`src/rtl/oven_key_if.sv`:
```
// Key bundle between the raw switch/button pins and the oven controller.
// The conditioner is the slave: it samples key_raw and drives the conditioned outputs.
interface oven_key_if #(
    parameter int N_KEYS = 5
);
    logic [N_KEYS-1:0] key_raw;
    logic [N_KEYS-1:0] key_level;
    logic [N_KEYS-1:0] key_press;
    logic [N_KEYS-1:0] key_release;
    logic [N_KEYS-1:0] key_repeat;
    logic [N_KEYS-1:0] key_step;

    modport master (
        output key_raw,
        input  key_level,
        input  key_press,
        input  key_release,
        input  key_repeat,
        input  key_step
    );

    modport slave (
        input  key_raw,
        output key_level,
        output key_press,
        output key_release,
        output key_repeat,
        output key_step
    );
endinterface

```
`src/rtl/oven_key_conditioner.sv`:
```
// Oven controller input front end: per-lane synchroniser, debouncer, press/release
// pulse generator and auto-repeat engine for the temp/time keys.
module oven_key_conditioner #(
    parameter int                N_KEYS          = 5,
    parameter int                DEBOUNCE_CYCLES = 1_000_000,
    parameter int                REPEAT_DELAY    = 25_000_000,
    parameter int                REPEAT_RATE     = 5_000_000,
    parameter logic [N_KEYS-1:0] REPEAT_MASK     = 5'b11000
) (
    input  logic       clk,
    input  logic       rst,
    oven_key_if.slave  keys
);
    localparam int DW = $clog2(DEBOUNCE_CYCLES + 1);
    localparam int RW = $clog2(REPEAT_DELAY + 1);

    localparam logic [DW-1:0] DEB_LAST   = DW'(DEBOUNCE_CYCLES - 1);
    localparam logic [RW-1:0] DELAY_INIT = RW'(REPEAT_DELAY - 1);
    localparam logic [RW-1:0] RATE_INIT  = RW'(REPEAT_RATE - 1);

    typedef enum logic [1:0] {
        ST_IDLE,
        ST_DELAY,
        ST_RPT
    } rpt_state_t;

    logic [N_KEYS-1:0] sync_meta;
    logic [N_KEYS-1:0] sync_out;
    logic [N_KEYS-1:0] level_vec;
    logic [N_KEYS-1:0] press_evt;
    logic [N_KEYS-1:0] release_evt;
    logic [N_KEYS-1:0] repeat_evt;

    logic [N_KEYS-1:0] press_r;
    logic [N_KEYS-1:0] release_r;
    logic [N_KEYS-1:0] repeat_r;
    logic [N_KEYS-1:0] step_r;

    always_ff @(posedge clk) begin
        if (rst) begin
            sync_meta <= '0;
            sync_out  <= '0;
        end else begin
            sync_meta <= keys.key_raw;
            sync_out  <= sync_meta;
        end
    end

    for (genvar i = 0; i < N_KEYS; i++) begin : g_lane
        logic [DW-1:0] cnt;
        logic          level_q;
        logic          accept;

        // A change is accepted on the cycle the mismatch run reaches DEBOUNCE_CYCLES.
        assign accept         = (sync_out[i] != level_q) && (cnt == DEB_LAST);
        assign press_evt[i]   = accept & sync_out[i];
        assign release_evt[i] = accept & ~sync_out[i];
        assign level_vec[i]   = level_q;

        always_ff @(posedge clk) begin
            if (rst) begin
                cnt     <= '0;
                level_q <= 1'b0;
            end else if (sync_out[i] == level_q) begin
                cnt <= '0;
            end else if (accept) begin
                level_q <= sync_out[i];
                cnt     <= '0;
            end else begin
                cnt <= cnt + DW'(1);
            end
        end

        if (REPEAT_MASK[i]) begin : g_rpt
            rpt_state_t    state;
            rpt_state_t    state_nxt;
            logic [RW-1:0] rcnt;
            logic [RW-1:0] rcnt_nxt;
            logic          rep_nxt;

            always_ff @(posedge clk) begin
                if (rst) begin
                    state <= ST_IDLE;
                    rcnt  <= '0;
                end else begin
                    state <= state_nxt;
                    rcnt  <= rcnt_nxt;
                end
            end

            always_comb begin
                state_nxt = state;
                case (state)
                    ST_IDLE: begin
                        if (press_evt[i]) state_nxt = ST_DELAY;
                    end
                    ST_DELAY: begin
                        if (release_evt[i])   state_nxt = ST_IDLE;
                        else if (rcnt == '0)  state_nxt = ST_RPT;
                    end
                    ST_RPT: begin
                        if (release_evt[i]) state_nxt = ST_IDLE;
                    end
                    default: state_nxt = ST_IDLE;
                endcase
            end

            // Release wins over an expiring count so nothing repeats on the release edge.
            always_comb begin
                rcnt_nxt = rcnt;
                rep_nxt  = 1'b0;
                case (state)
                    ST_IDLE: begin
                        rcnt_nxt = press_evt[i] ? DELAY_INIT : '0;
                    end
                    ST_DELAY, ST_RPT: begin
                        if (release_evt[i]) begin
                            rcnt_nxt = '0;
                        end else if (rcnt == '0) begin
                            rep_nxt  = 1'b1;
                            rcnt_nxt = RATE_INIT;
                        end else begin
                            rcnt_nxt = rcnt - RW'(1);
                        end
                    end
                    default: rcnt_nxt = '0;
                endcase
            end

            assign repeat_evt[i] = rep_nxt;
        end else begin : g_norpt
            assign repeat_evt[i] = 1'b0;
        end
    end

    always_ff @(posedge clk) begin
        if (rst) begin
            press_r   <= '0;
            release_r <= '0;
            repeat_r  <= '0;
            step_r    <= '0;
        end else begin
            press_r   <= press_evt;
            release_r <= release_evt;
            repeat_r  <= repeat_evt;
            step_r    <= press_evt | repeat_evt;
        end
    end

    assign keys.key_level   = level_vec;
    assign keys.key_press   = press_r;
    assign keys.key_release = release_r;
    assign keys.key_repeat  = repeat_r;
    assign keys.key_step    = step_r;
endmodule

```
`src/flat_wrapper.sv`:
```
// flat-port wrapper written by rule: the top's interface ports become plain ports
module oven_key_conditioner_flat 
#(
    parameter int                N_KEYS          = 5,
    parameter int                DEBOUNCE_CYCLES = 1_000_000,
    parameter int                REPEAT_DELAY    = 25_000_000,
    parameter int                REPEAT_RATE     = 5_000_000,
    parameter logic [N_KEYS-1:0] REPEAT_MASK     = 5'b11000
)
  (clk, rst, keys_key_raw, keys_key_level, keys_key_press, keys_key_release, keys_key_repeat, keys_key_step);
  oven_key_if #(.N_KEYS(N_KEYS)) keys_i ();
  input  logic clk;
  input  logic rst;
  input wire logic [$bits(keys_i.key_raw)-1:0] keys_key_raw;
  output wire logic [$bits(keys_i.key_level)-1:0] keys_key_level;
  output wire logic [$bits(keys_i.key_press)-1:0] keys_key_press;
  output wire logic [$bits(keys_i.key_release)-1:0] keys_key_release;
  output wire logic [$bits(keys_i.key_repeat)-1:0] keys_key_repeat;
  output wire logic [$bits(keys_i.key_step)-1:0] keys_key_step;
  assign keys_i.key_raw = keys_key_raw;
  assign keys_key_level = keys_i.key_level;
  assign keys_key_press = keys_i.key_press;
  assign keys_key_release = keys_i.key_release;
  assign keys_key_repeat = keys_i.key_repeat;
  assign keys_key_step = keys_i.key_step;
  oven_key_conditioner #(.N_KEYS(N_KEYS), .DEBOUNCE_CYCLES(DEBOUNCE_CYCLES), .REPEAT_DELAY(REPEAT_DELAY), .REPEAT_RATE(REPEAT_RATE), .REPEAT_MASK(REPEAT_MASK)) u_core (.clk(clk), .rst(rst), .keys(keys_i));
endmodule
```
`config.mk`:
```
export PLATFORM = sky130hd
export DESIGN_NAME = oven_key_conditioner_flat
export DESIGN_NICKNAME = d
export VERILOG_FILES = /design/src/rtl/oven_key_if.sv /design/src/rtl/oven_key_conditioner.sv /design/src/flat_wrapper.sv
export SDC_FILE = /design/constraint.sdc
export NUM_CORES = 1
export LEC_CHECK = 0
export BUFFER_PORTS_ARGS = -buffer_cell sky130_fd_sc_hd__buf_2
export CAP_MARGIN = 20
export CELL_PAD_IN_SITES_DETAIL_PLACEMENT = 2
export CELL_PAD_IN_SITES_GLOBAL_PLACEMENT = 2
export CORE_MARGIN = 3
export CORE_UTILIZATION = 41
export DETAILED_ROUTE_END_ITERATION = 6
export PLACE_DENSITY_LB_ADDON = 0.3
export SYNTH_ARGS = -nofsm -noshare
export SYNTH_HDL_FRONTEND = slang
export SYNTH_SLANG_ARGS = --single-unit
```
`constraint.sdc`:
```
create_clock -name clk -period 4.9 [get_ports clk]
set_clock_uncertainty 0.2 [all_clocks]
set_input_delay 0.49 -clock clk [delete_from_list [all_inputs] [get_ports clk]]
set_output_delay 0.49 -clock clk [all_outputs]
set_load 0.1 [all_outputs]
```
# Yosys cells after proc, flatten, opt, wreduce, memory -nomap -nowiden
# Index checks and enable logic that the tools add are counted.
dict set report totals {
  out_inout_bits 25
  word_cells 121
  ff_bits 189
}
dict set report classes {
  bitwise_logic 21
  reduce_logical 23
  eq_ne 25
  mux 24
  n_addsub 7
}
# cell count
set op_table {}
lappend op_table {{$mux W25} 6}
lappend op_table {{$add A20 B1 Y20 const B} 5}
lappend op_table {{$eq A20 B20 Y1 const B} 5}
lappend op_table {{$pmux W25 S2} 2}
lappend op_table {{$logic_not A25 Y1} 2}
lappend op_table {{$sub A25 B1 Y25 const B} 2}
lappend op_table {{$mux W2} 8}
lappend op_table {{$reduce_or A3 Y1} 5}
lappend op_table {{$pmux W2 S3} 2}
lappend op_table {{$and A1 B1 Y1} 10}
lappend op_table {{$not A1 Y1} 10}
lappend op_table {{$reduce_and A2 Y1} 5}
lappend op_table {{$ne A2 B1 Y1 const B} 4}
lappend op_table {{$mux W1} 6}
lappend op_table {{$ne A3 B1 Y1 const B} 2}
lappend op_table {{$reduce_and A3 Y1} 2}
lappend op_table {{$eq A1 B1 Y1} 5}
lappend op_table {{$logic_and A1 B1 Y1} 5}
lappend op_table {{$ne A1 B1 Y1} 5}
lappend op_table {{$or A5 B5 Y5} 1}
lappend op_table {{$eq A2 B1 Y1 const B} 2}
lappend op_table {{$eq A2 B2 Y1 const B} 2}
lappend op_table {{$logic_not A2 Y1} 2}
lappend op_table {{$reduce_or A2 Y1} 2}

# Longest topological paths before layout
# Gate-level depths: netlist of the first run.
dict set report depth {
  depth_word 6
  depth_mapped 10
}

# Worst setup path before layout of the first run
# OpenSTA, ideal clock, no wires.
dict set report synth_path {
  path_kind {register to register}
  start {register u_core.g_lane[4].g_rpt.rcnt[0]}
  end {register u_core.g_lane[4].g_rpt.state[0]}
  arrival_ns 2.425
  required_time_ns 4.631
  synth_period_minus_slack_ns 2.694
  setup_slack_ns 2.206
  stages_incl_launch_ff 10
  path_cell_list {dfxtp_1 -> inv_1 -> ha_1 -> or4b_4 -> or2_1 -> clkbuf_2 -> or4_1 -> buf_2 -> a2111o_1 -> o21ai_1}
}
dict set report synth_via {
  elab_chain_cells 3
}
# element line
set synth_rtl {}
lappend synth_rtl {{start: declaration} oven_key_conditioner.sv:77} ;# logic [RW-1:0] rcnt;
lappend synth_rtl {{start signal: assignment} oven_key_conditioner.sv:87} ;# rcnt <= rcnt_nxt;
lappend synth_rtl {{$logic_not A25 Y1} oven_key_conditioner.sv:99} ;# else if (rcnt == '0) state_nxt = ST_RPT;
lappend synth_rtl {{$ne A3 B1 Y1 (no line)} n/a}
lappend synth_rtl {{$reduce_and A3 Y1 (no line)} n/a}
lappend synth_rtl {{end signal: assignment} oven_key_conditioner.sv:86} ;# state <= state_nxt;
lappend synth_rtl {{end: declaration} oven_key_conditioner.sv:75} ;# rpt_state_t state;
# No other way between the ends.
# A chain may end at the register's enable or synchronous reset.

# Worst setup path in the final report of the first run
dict set report layout_path {
  start {register u_core.g_lane[4].g_rpt.rcnt[0]}
  end {register u_core.g_lane[4].g_rpt.rcnt[21]}
}
dict set report layout_via {
  elab_chain_cells 4
  word_cells_on_any_way 5
}
# element line
set layout_rtl {}
lappend layout_rtl {{$sub A25 B1 Y25 or $logic_not A25 Y1 (tied branches)} {oven_key_conditioner.sv:123, oven_key_conditioner.sv:119}}
lappend layout_rtl {{$mux W25 *} oven_key_conditioner.sv:119} ;# end else if (rcnt == '0) begin
lappend layout_rtl {{$mux W25 *} oven_key_conditioner.sv:117} ;# if (release_evt[i]) begin
lappend layout_rtl {{$pmux W25 S2 *} oven_key_conditioner.sv:112} ;# case (state)
# Mark *: on every way between the ends. The rest lies on a longest branch, timed or not.

==> metrics.cfg, run 1 <==
[outcome]
status = finished, final reports clean

[setup_path]
crit_chain = inv_1 -> ha_1 -> or4b_4 -> or2_1 -> or4_1 -> nand4_1 -> o21ai_0
startpoint_type = register
cp-end-kind = register
worstPathRequired_ns = 4.97
critical_path_arrival_ns = 3.12
slowest_delay_ns = 0.65
cp_slowest_cell = or4_1
critical_path_class = reg2reg
worstPathMaxFanout = 11

[route]
ant_nets = 0
drt_pass1_iterations = 4
via_per_inst = 5.40
drc = 0
drt_iter0_drc = 244
wl_per_cell_um = 18.6
vias = 6515
totalWireLength_mm = 22.4

[synth]
synth_ff_type = dfxtp_1
synthSimpleGateAreaFrac = 0.290
synth.avg_cell_area_um2 = 8.78
synthAdderAreaFrac = 0.0233
yosys.area.top_type_share = 0.455
ys_types = 56
synth_edf_count = 0
synthMuxAreaShare = 0.00373
yosysTopAreaCell = dfxtp_1
synth_seq_cells = 183
synth_top_family_by_area = simple AND/OR/NAND/NOR gates
synthArstFlopShare = 0
ys_warn_count = 0
synth_compound_area_frac = 0.0532
yosysMostFrequentCell = dfxtp_1
synth_xor_area_frac = 0.142
synth_area_mm2 = 0.00805
netlist_instances = 916
ys_top_cells_by_count = 183 x dfxtp_1, 156 x nor2_1, 72 x xnor2_1
yosysSeqAreaShare = 0.455
synth.top_cells.by_area = dfxtp_1 46%, xnor2_1 7.8%, nor2_1 7.3%, xor2_1 6.3%, nand3_1 3.0%

[flow_run]
max_cap_viol_count = 0

[power]
ir_drop_mv = 0.221
p_leak_nw = 3.30
total_power_mw = 3.07
power.density_mw_per_mm2 = 343

[grt]
grt_first_pass_wirelength_mm = 37.8
antenna_found_initial = 0
grt_pass1_vias = 7052
grtUsageTotal = 0.215
grt_start_max_net_pins = 31
grt-ovfl-total = 0

[cts]
htree_levels = 4
clock_sinks = 183
cts_tree = done
clkLatencyLatePin_ns = 0.43
clock_path_buffers = 2
cts_resized = 0
post_cts_buffers = 0
clkTransAtPathRegs_ns = 0.07
numCtsBuffers = 17
ctsRootBufferMaster = clkbuf_16
hold_buffers = 0

[sta]
setup_viol = 0
relSlewSlack = 0.418
period_needed_ns = 3.05
hold_viol_final = 0
period_share = 0.622
worst_pin_slew_ns = 0.867
finalSetupTns_ns = 0
clock.fmax_ghz = 0.328
rsz0062_at_grt = false
drv_slew = 0

[cells_and_area]
register_area_mm2 = 0.00366
drive_above_1_share = 0.0740
n_fill_cell = 2109
area_growth_pct = 11.2
final_nets = 956
multi_input_area_mm2 = 0.00413
insertedDiodeCount = 0

[floorplanning]
rows = 50
die_h_um = 146
io_pins = 32
die_area_mm2 = 0.0213
initial_utilization = 0.423
core_area_mm2 = 0.0190
chipWidth_um = 146

[place]
dp_hpwl_mm = 14.2
place.gp.congestion = 0.764
port_buffers = 28

[hold_path]
hold_class = in2reg

[per-stage QoR]
stage          std cells   util  hold WS (ns)  cell area, µm²  setup slack, ns
3_3_place_gp        1175  0.440         0.218            8370             2.03
4_1_cts             1206  0.470        0.0692            8950             1.84
6_report            1206  0.470        0.0742            8950             1.85
2_1_floorplan        918      -         0.213            8050             2.21
5_1_grt             1206  0.470        0.0557            8950             1.64
3_5_place_dp        1175  0.440         0.229            8370             1.87
[layout by cell type (no fill, tap or decap), drive strengths merged, types with 3 or more instances in the layout]
master	instances
or4	9
dfxtp	183
nand4	23
and2	7
o21ai	36
a31oi	4
clkbuf	21
xnor2	72
o31ai	3
and4	5
a21oi	11
or4b	3
nor2b	14
or2	5
nor4	27
nand2b	9
nand4b	5
nand3b	3
clkinvlp	5
nor3b	5
conb	3
and3	25
buf	31
nand2	54
xor2	58
nor4b	8
nand3	48
ha	15
nor3	40
or3	8
nor2	156
inv	25
mux2i	3
[power breakdown]
group | total (mW) | switching, mW | internal [mW] | leakage [nW]
clock | 1.39 | 0.608 | 0.779 | 0.268
sequential | 1.51 | 0.0104 | 1.50 | 1.48
combinational | 0.176 | 0.114 | 0.0618 | 1.56
total | 3.07 | 0.732 | 2.34 | 3.30
[registers in the layout, summed over array words and instances, names as in the netlist]
signal / count
u_core.keys.key_release: 5
u_core.keys.key_step: 5
u_core.g_lane.g_rpt.state: 4
u_core.sync_meta: 5
u_core.g_lane.cnt: 100
u_core.sync_out: 5
u_core.g_lane.g_rpt.rcnt: 50
u_core.keys.key_press: 2
u_core.g_lane.level_q: 5
u_core.keys.key_repeat: 2
[logic make-up after synthesis]
family,Yosys count
simple gates,456
flops,183
xor+xnor,130
compound gates,71
buf+inv,57
fa+ha+maj,15
mux,3
other cells,1
[area by class of cell]
type                       instances  share of cell area
clock buffer                      21              0.0515
sequential                       183               0.409
tap                              260              0.0364
timing repair buffer              31              0.0182
clock inverter                    10              0.0134
inverter                          23             0.00965
multi-input combinational        678               0.461
[per-layer routing]
layer | GRT usage | wire length [µm]
met2 | 0.383 | 11500
met5 | 0 | 0
met1 | 0.272 | 10200
met4 | 0.0484 | 246
met3 | 0.0419 | 482
[worst paths after layout]
check / from / end / slack (ns) / cells after the start
setup / recovery: u_core.g_lane[4].g_rpt.rcnt[0]$_SDFF_PP0_ / u_core.g_lane[4].g_rpt.rcnt[21]$_SDFF_PP0_ / 1.85 / 7
hold reg to reg: u_core.sync_meta[1]$_SDFF_PP0_ / u_core.sync_out[1]$_SDFF_PP0_ / 0.26 / 1
setup reg to reg: u_core.g_lane[4].g_rpt.rcnt[0]$_SDFF_PP0_ / u_core.g_lane[4].g_rpt.rcnt[21]$_SDFF_PP0_ / 1.85 / 7
hold / removal: keys_key_raw[4] / u_core.sync_meta[4]$_SDFF_PP0_ / 0.07 / 2
[critical path, delay by kind of cell (launching register included)]
family	cells	cell delay, ns
adder cells (fa/ha/maj)	1	0.22
buffers and inverters	1	0.08
AND/OR/NAND/NOR	4	1.90
flip-flops	1	0.33
AO/OA/AOI/OAI	1	0.16
Power figures use the tool's default switching activity.
==> run 2: changes to the inputs <==
- CORE_UTILIZATION: 41 -> 35
- clock period: 4.9 -> 2.8 ns (I/O delays scaled with it)
==> run 2 against run 1 <==
Global-route usage is 4.8 points lower; flip-flop and latch count stayed put; clock power is 72% higher; via count is 0.28% higher; die area is 16% higher; non-clock buffer count is 31 higher; critical path depth stayed put; worst hold slack worse by 0.0093 ns; register-to-register slack worse by 1.8 ns; maximum frequency is 12% higher; core utilization is 5.5 points lower; wire length is 11% lower.
==> metrics.cfg, run 2 (synthesis gave the netlist of run 1 again) <==
[place]
dpl_cell_area_mm2 = 0.00859
dp_hpwl_mm = 14.0
port_buffers = 28
place.gp.congestion = 0.731

[power]
p_sw_frac = 0.235
power.density_mw_per_mm2 = 580
intPower_mw = 4.10
seq_power_share = 0.492
p_switching_mw = 1.26
p_leak_nw = 3.45
total_power_mw = 5.36
pwr-share-comb = 0.063
power_frac_clock = 0.446
ir_drop_mv = 0.326

[cells_and_area]
fin_util = 0.416
final_common_cell = dfxtp_1
largest_reg_flops = 100
layout_common_cells = 183 x dfxtp_1, 156 x nor2_1, 72 x xnor2_1
largest_register = u_core.g_lane.cnt
insertedDiodeCount = 0
final_nets = 987
n_fill_cell = 2440
fin_area_mm2 = 0.00924
register_area_mm2 = 0.00366
top_regs = u_core.g_lane.cnt x100, u_core.g_lane.g_rpt.rcnt x50
drive_above_1_share = 0.102
area_growth_pct = 14.8
multi_input_area_mm2 = 0.00415

[cts]
numCtsBuffers = 17
htree_levels = 4
ctsRootBufferMaster = clkbuf_16
clock_sinks = 183
clock_path_buffers = 2
cts_tree = done
clkTransAtPathRegs_ns = 0.07
clkLatencyLatePin_ns = 0.42

[sta]
hold_viol_final = 0
worst_pin_slew_ns = 0.607
period_needed_ns = 2.73
period_share = 0.975
relSlewSlack = 0.592
setup_viol = 0
rsz0062_at_grt = false
finalSetupTns_ns = 0
clock.fmax_ghz = 0.366
drv_slew = 0

[setup_path]
startpoint_type = register
critical_path_arrival_ns = 2.89
cp-end-kind = register
worstRegToRegCells = 7
cp_slowest_cell = or4_4
crit_chain = inv_1 -> ha_4 -> or4b_4 -> or2_1 -> or4_4 -> a2111o_1 -> o21ai_1
worstPathMaxFanout = 5
worstPathRequired_ns = 2.95
slowest_delay_ns = 0.57
critical_path_class = reg2reg

[grt]
grt_pass1_vias = 6935
grt-ovfl-total = 0
antenna_found_initial = 0
grtUsageTotal = 0.167
grt_first_pass_wirelength_mm = 34.1
grt_start_max_net_pins = 20

[floorplanning]
io_pins = 32
chipWidth_um = 158
die_h_um = 158
rows = 54
die_area_mm2 = 0.0248
initial_utilization = 0.362
core_area_mm2 = 0.0222

[flow_run]
max_cap_viol_count = 0

[hold_path]
worstHoldPathCells = 2
hold_class = in2reg

[route]
vias = 6533
drt_pass1_iterations = 4
drt_iter0_drc = 260
wl_per_cell_um = 15.9
totalWireLength_mm = 20.0
drc = 0
ant_nets = 0
via_per_inst = 5.19

[outcome]
status = finished, final reports clean

## run 2: worst max-delay path: cells and delay by family (launching register included)
family	cells	cell delay [ns]
AO/OA/AOI/OAI	2	0.54
flip-flops	1	0.32
adder cells (fa/ha/maj)	1	0.16
AND/OR/NAND/NOR	3	1.33
buffers and inverters	1	0.11
## run 2: layout make-up
type / instances / area share
clock inverter: 11 / 0.0135
clock buffer: 21 / 0.0487
timing repair buffer: 62 / 0.0455
inverter: 23 / 0.00934
tap: 280 / 0.0379
multi-input combinational: 678 / 0.449
sequential: 183 / 0.396
## run 2: power by group through the flow
stage	Combinational, mW	Sequential, mW	Clock, mW
6_report	0.336	2.64	2.39
5_1_grt	0.375	2.64	2.58
4_1_cts	0.332	2.64	2.47
3_5_place_dp	0.314	2.69	0
3_3_place_gp	0.310	2.69	0
2_1_floorplan	0.233	2.70	0
## run 2: through the flow
step | instances | setup WS [ns] | hold WS (ns)
final | 1258 | 0.0692 | 0.0649
after floorplan | 918 | 0.106 | 0.165
after detailed placement | 1220 | 0.0607 | 0.235
after global routing | 1258 | 0.0137 | 0.0713
after CTS | 1257 | 0.0125 | 0.0520
after global placement | 1220 | 0.139 | 0.219
## run 2: routing by layer
layer / GRT usage / up-vias / wire length (µm)
li1: - / 3227 / -
met1: 0.212 / 3249 / 9560
met2: 0.294 / 42 / 9900
met3: 0.0301 / 15 / 331
met4: 0.0409 / 0 / 191
met5: 0 / - / 0
## run 2: repair_timing
action	in CTS	in global routing
pin swaps	0	3
hold buffers	5	0
endpoints found under the setup margin	6	14
hold endpoints to repair	5	0
gates resized for setup	1	4
buffers inserted	0	1
## run 2: path summary, 6_finish.rpt
check                                                          startpoint                                           end  slack [ns]
worst max-delay path            u_core.g_lane[4].g_rpt.rcnt[1]$_SDFF_PP0_  u_core.g_lane[4].g_rpt.state[0]$_SDFFE_PP0P_        0.07
worst min register to register             u_core.sync_meta[1]$_SDFF_PP0_                 u_core.sync_out[1]$_SDFF_PP0_        0.25
worst min-delay path                                                  rst                u_core.sync_meta[2]$_SDFF_PP0_        0.06
worst max register to register  u_core.g_lane[4].g_rpt.rcnt[1]$_SDFF_PP0_  u_core.g_lane[4].g_rpt.state[0]$_SDFFE_PP0P_        0.07
